--- src/rtl/ps2_scancode_decoder.sv ---
// ps2_scancode_decoder: folds PS/2 Set-2 E0/F0/E1 prefixes into key events and buffers them in a FWFT FIFO
module ps2_scancode_decoder #(
  parameter int P_FIFO_DEPTH   = 16,
  parameter int P_FIFO_DEPTH_N = 4
) (
  input  logic                      iCLOCK,
  input  logic                      inRESET,
  input  logic                      iSCAN_REQ,
  input  logic [7:0]                iSCAN_DATA,
  output logic                      oEVENT_VALID,
  output logic [9:0]                oEVENT_DATA,
  input  logic                      iEVENT_ACK,
  output logic [P_FIFO_DEPTH_N:0]   oEVENT_COUNT,
  output logic                      oOVERFLOW,
  input  logic                      iOVERFLOW_CLEAR
);
  typedef enum logic [2:0] {ST_IDLE, ST_EXT, ST_BRK, ST_EXT_BRK, ST_PAUSE} state_t;
  localparam int CW = P_FIFO_DEPTH_N + 1;
  localparam logic [P_FIFO_DEPTH_N-1:0] PTR_ONE = 1;
  localparam logic [CW-1:0] CNT_ONE = 1;
  localparam logic [CW-1:0] CNT_FULL = CW'(P_FIFO_DEPTH);
  state_t state_q, state_d;
  logic [2:0] pause_cnt_q, pause_cnt_d;
  logic [P_FIFO_DEPTH_N-1:0] wr_ptr_q, wr_ptr_d, rd_ptr_q, rd_ptr_d;
  logic [CW-1:0] count_q, count_d;
  logic overflow_q, overflow_d;
  logic [9:0] mem_q [P_FIFO_DEPTH];
  logic [9:0] event_d;
  logic emit, push, pop, full, empty, is_filter, is_prefix;
  always_comb begin
    is_filter = iSCAN_DATA inside {8'h00, 8'hAA, 8'hEE, 8'hFA, 8'hFC, 8'hFD, 8'hFE, 8'hFF};
    is_prefix = iSCAN_DATA inside {8'hE0, 8'hE1, 8'hF0};
    state_d = state_q;
    pause_cnt_d = pause_cnt_q;
    emit = 1'b0;
    event_d = {2'b00, iSCAN_DATA};
    if (iSCAN_REQ) begin
      case (state_q)
        ST_IDLE: begin
          state_d = (iSCAN_DATA == 8'hE0) ? ST_EXT :
                    (iSCAN_DATA == 8'hF0) ? ST_BRK :
                    (iSCAN_DATA == 8'hE1) ? ST_PAUSE : ST_IDLE;
          pause_cnt_d = (iSCAN_DATA == 8'hE1) ? 3'd7 : pause_cnt_q;
          emit = !is_filter && !is_prefix;
        end
        ST_EXT: begin
          state_d = (iSCAN_DATA == 8'hF0) ? ST_EXT_BRK : ST_IDLE;
          emit = !is_filter && !is_prefix;
          event_d = {2'b10, iSCAN_DATA};
        end
        ST_BRK, ST_EXT_BRK: begin
          state_d = ST_IDLE;
          emit = !is_filter && !is_prefix;
          event_d = {state_q == ST_EXT_BRK, 1'b1, iSCAN_DATA};
        end
        ST_PAUSE: begin
          // Pause is a fixed 8-byte sequence; the body bytes are not inspected.
          pause_cnt_d = pause_cnt_q - 3'd1;
          state_d = (pause_cnt_q == 3'd1) ? ST_IDLE : ST_PAUSE;
          emit = pause_cnt_q == 3'd1;
          event_d = 10'h2E1;
        end
        default: state_d = ST_IDLE;
      endcase
    end
  end
  always_comb begin
    empty = count_q == '0;
    full = count_q == CNT_FULL;
    pop = iEVENT_ACK && !empty;
    // A pop on the same edge frees the slot a full FIFO needs for the write.
    push = emit && (!full || pop);
    wr_ptr_d = push ? wr_ptr_q + PTR_ONE : wr_ptr_q;
    rd_ptr_d = pop ? rd_ptr_q + PTR_ONE : rd_ptr_q;
    count_d = count_q + (push ? CNT_ONE : '0) - (pop ? CNT_ONE : '0);
    overflow_d = (emit && full && !pop) ? 1'b1 : iOVERFLOW_CLEAR ? 1'b0 : overflow_q;
  end
  always_ff @(posedge iCLOCK) begin
    if (!inRESET) begin
      state_q <= ST_IDLE;
      pause_cnt_q <= '0;
      wr_ptr_q <= '0;
      rd_ptr_q <= '0;
      count_q <= '0;
      overflow_q <= 1'b0;
    end else begin
      state_q <= state_d;
      pause_cnt_q <= pause_cnt_d;
      wr_ptr_q <= wr_ptr_d;
      rd_ptr_q <= rd_ptr_d;
      count_q <= count_d;
      overflow_q <= overflow_d;
    end
  end
  always_ff @(posedge iCLOCK) begin
    if (inRESET && push) mem_q[wr_ptr_q] <= event_d;
  end
  assign oEVENT_VALID = !empty;
  assign oEVENT_DATA = empty ? '0 : mem_q[rd_ptr_q];
  assign oEVENT_COUNT = count_q;
  assign oOVERFLOW = overflow_q;
endmodule

--- config.mk ---
export PLATFORM = sky130hd
export DESIGN_NAME = ps2_scancode_decoder
export DESIGN_NICKNAME = d
export VERILOG_FILES = /design/src/rtl/ps2_scancode_decoder.sv
export SDC_FILE = /design/constraint.sdc
export NUM_CORES = 1
export LEC_CHECK = 0
export ABC_AREA = 1
export BUFFER_PORTS_ARGS = -buffer_cell sky130_fd_sc_hd__buf_4
export CORE_MARGIN = 2
export CORE_UTILIZATION = 45
export CTS_BUF_LIST = sky130_fd_sc_hd__clkbuf_4 sky130_fd_sc_hd__clkbuf_8 sky130_fd_sc_hd__clkbuf_16
export DETAILED_ROUTE_END_ITERATION = 7
export PLACE_DENSITY = 0.59
export SYNTH_ARGS = -nofsm -noshare
export SYNTH_HDL_FRONTEND = slang
export SYNTH_SLANG_ARGS = --single-unit
--- constraint.sdc ---
create_clock -name iCLOCK -period 2.6 [get_ports iCLOCK]
set_input_delay 0.13 -clock iCLOCK [delete_from_list [all_inputs] [get_ports iCLOCK]]
set_output_delay 0.13 -clock iCLOCK [all_outputs]
set_load 0.005 [all_outputs]
==> results.json <==
{
  "cts_tree": "done",
  "cts_inserted_buffers": 17,
  "power.static_leakage_nw": 3.29,
  "pwr-share-seq_pct": 41.8,
  "critical_path.slowest_cell": "dfxtp_2",
  "report.final.slew_viol_count": 0,
  "wire_per_inst_microns": 18.6,
  "p_per_area_nw_per_um2": 895,
  "share_of_the_yosys_chip_area_belonging_to_registers_pct": 68.3,
  "multiInputGateArea_sq_um": 2180,
  "worst_ep_required_ns": 2.91,
  "dp_slack_ns": -0.0734,
  "first_pass_grt_wire_length_microns": 27600,
  "initial_standard_cell_utilization_of_the_core_pct": 46.3,
  "fin_skew_ns": 0.00670,
  "clock_insertion_delay_worst_skew_ns": 0.42,
  "report.final.setup_viol": 0,
  "vdd_ir_drop_max_v": 0.000628,
  "synth_area_leader_cell": "edfxtp_1",
  "core_sq_um": 16700,
  "synth.top_cells.by_area": "edfxtp_1, nor2_1, dfxtp_1",
  "net-switching-power_mw": 2.39,
  "max_slew.worst_pin.slew_ns": 0.894,
  "rr_worst_depth": 17,
  "synth_edf_count": 160,
  "numClockSinks": 184,
  "cp_arrival_ns": 2.77,
  "grt_max_degree": 57,
  "synth-seq-cells": 184,
  "p_sw_share_pct": 29.4,
  "fin_crit_sh_pct": 94.9,
  "ctsHtreeMaxLevel": 4,
  "synthesis.yosys.warnings": 0,
  "placement.io_buffers": 29,
  "dr_total_vias": 5250,
  "fmax_ghz": 0.405,
  "hold_violations": 0,
  "comb_power_share_pct": 25.0,
  "ctsLongestPathBuffers": 2,
  "start_to_end_type_of_the_worst_setup_path": "register to register",
  "worstSetupEndpointType": "register",
  "worstHoldPathType": "primary input to register",
  "num_rows": 47,
  "postSynthAreaPerCell_sq_um": 11.5,
  "status": "completed",
  "detailedPlacementHpwl_microns": 11300,
  "initial_drc_count": 416,
  "final_antenna_net_count": 0,
  "final_core_util_pct": 54.3,
  "antenna_found_initial": 0,
  "syn_area_sq_um": 7740,
  "relative_slew_slack_pct": 40.3,
  "post_detailed_route_via_to_cell_ratio": 5.49,
  "max_cap_viols": 0,
  "final_layout_size_suffix_gt1_share_pct": 17.1,
  "critical_path.startpoint_type": "register",
  "synth_cell_types": 31,
  "final.fill_count": 1439,
  "nNetsFinal": 750,
  "layout.area.seq_sq_um": 5290,
  "grt_util_all_layers_pct": 20.3,
  "synth.top_cell.area_share_pct": 62.1,
  "cts.reportedPaths.clkPinSlew_ns": 0.07,
  "areaGrowthSynthToFinish_pct": 17.1,
  "n_antenna_cell": 0,
  "synthArstFlopShare_pct": 0,
  "globalRoute.totalOverflow": 0,
  "finalWeightedCongestion": 0.815,
  "finalCriticalPeriod_ns": 2.47,
  "worst_slack_ns": 0.134,
  "ioPinCount": 30,
  "fin_hold_ws_ns": 0.0480,
  "post_route_wl_microns": 17800,
  "stage_delay_of_the_slowest_cell_on_the_critical_path_ns": 0.34,
  "design.die.area_sq_um": 18300,
  "synth_top_flop_cell": "edfxtp_1",
  "die_h_microns": 135,
  "grt_pass1_vias": 5164,
  "clkPwrFrac_pct": 33.2,
  "power_report.internal_total_mw": 5.72,
  "cts_root_buf": "clkbuf_16",
  "worst_path_max_fanout": 7,
  "number_of_cells_produced_by_synthesis": 674,
  "detailed_routing_iteration_count_for_the_pre_antenna_repair_pass": 5,
  "die-width_microns": 135,
  "critPathBufInv": 3,
  "drc_errors": 0,
  "hold-path-cell-count": 3,
  "synth_nets": 700,
  "worst_path_dominant_cell_family": "simple AND/OR/NAND/NOR gates",
  "critical_path_cell_count": 17,
  "cp_common_cell": "nand2_1",
  "worstPathCellList": "inv_2 > ha_2 > nor3b_4 > nand2_2 > nand2_4 > nand3_4 > nand2_4 > inv_8 > nand2_1 > nand2_1 > ha_2 > fa_2 > nand2_1 > a21oi_1 > nor2_1 > buf_4 > a21oi_1"
}
[final timing paths]
| check | slack, ns | from | endpoint |
|---|---|---|---|
| setup reg to reg | 0.13 | oEVENT_COUNT[2] | oEVENT_COUNT[4] |
| hold / removal | 0.05 | inRESET | oEVENT_COUNT[1] |
| hold reg to reg | 0.47 | rd_ptr_q[3] | register |
| setup / recovery | 0.13 | oEVENT_COUNT[2] | oEVENT_COUNT[4] |
[through the flow]
| stage | cells | TNS, ns | area [sq um] | total power, mW |
|---|---|---|---|---|
| after global placement | 919 | 0 | 8340 | 5.31 |
| after detailed placement | 919 | -0.0734 | 8340 | 5.36 |
| after global routing | 957 | -0.0328 | 9060 | 8.49 |
| final | 957 | 0 | 9060 | 8.11 |
| after CTS | 954 | 0 | 9010 | 8.08 |
| after floorplan | 674 | 0 | 7740 | 4.59 |
[flip-flops by register name, indices dropped and copies added, names as in the netlist, named ones only]
| register | flops |
|---|---|
| oEVENT_COUNT | 5 |
| wr_ptr_q | 4 |
| state_q | 3 |
| oOVERFLOW | 1 |
| mem_q | 160 |
| pause_cnt_q | 3 |
| rd_ptr_q | 4 |
[cells in the mapped netlist, types with 12 or more instances]
cell type	instances
a21oi_1	26
nand2_1	57
o221ai_1	30
nand3_1	25
dfxtp_1	24
inv_1	36
ha_1	12
o21ai_1	24
clkbuf_1	24
nor2_1	133
edfxtp_1	160
o21ai_0	68
[logic make-up after synthesis]
group	count (synthesis)	synth area share, %
AOI/OAI and AO/OA	161	12.1
and+or+nand+nor	232	12.8
adders and majority gates	13	2.20
buffers and inverters	79	4.04
xor gates and xnor gates	5	0.566
DFF	184	68.3
[worst register-to-register path: stages (launching register included)]
cell,delay (ns)
dfxtp_2,0.34
inv_2,0.06
ha_2,0.17
nor3b_4,0.21
nand2_2,0.10
nand2_4,0.10
nand3_4,0.08
nand2_4,0.12
inv_8,0.06
nand2_1,0.06
nand2_1,0.07
ha_2,0.19
fa_2,0.35
nand2_1,0.08
a21oi_1,0.06
nor2_1,0.15
buf_4,0.13
a21oi_1,0.05
[final cells by class]
type,instances,area share [%]
sequential,184,58.4
inverter,46,1.99
timing repair buffer,64,5.63
clock inverter,15,2.22
tap,220,3.04
clock buffer,17,4.69
multi-input combinational,411,24.1
[placed cells by master (no fill, tap or decap), drive strengths merged]
master,instances
nand2,64
clkinv,9
nor3b,1
o32ai,1
nand3,27
o22ai,10
edfxtp,160
a21oi,26
dlygate4sd3,2
clkbuf,17
o221ai,30
o21ai,92
ha,12
xnor2,1
clkinvlp,1
o211ai,1
nand4,3
buf,62
nand3b,1
inv,47
nor2,136
dfxtp,24
xor2,4
fa,1
bufinv,4
a31oi,1
[layer usage]
metal  track usage [%]  share of wire, %  vias to the layer above
li1                  -                 -                     2511
met1              25.8                43                     2566
met2              35.0                50                      144
met3              4.26               4.5                       29
met4              6.66               2.2                        0
met5                 0                 0                        -
[what timing repair did]
item	in CTS	in global routing
hold buffers	2	0
resized for setup	2	13
hold endpoints to repair	2	0
endpoints found under the setup margin	1	2
pin swaps	0	3
buffers inserted	1	3
[power groups by stage]
stage / clock [mW] / combinational, mW / sequential [mW]
final: 2.69 / 2.03 / 3.39
after global placement: 0 / 1.87 / 3.44
after CTS: 2.73 / 1.96 / 3.38
after detailed placement: 0 / 1.92 / 3.44
after floorplan: 0 / 1.17 / 3.42
after global routing: 2.85 / 2.24 / 3.40
Power figures use the tool's default switching activity.
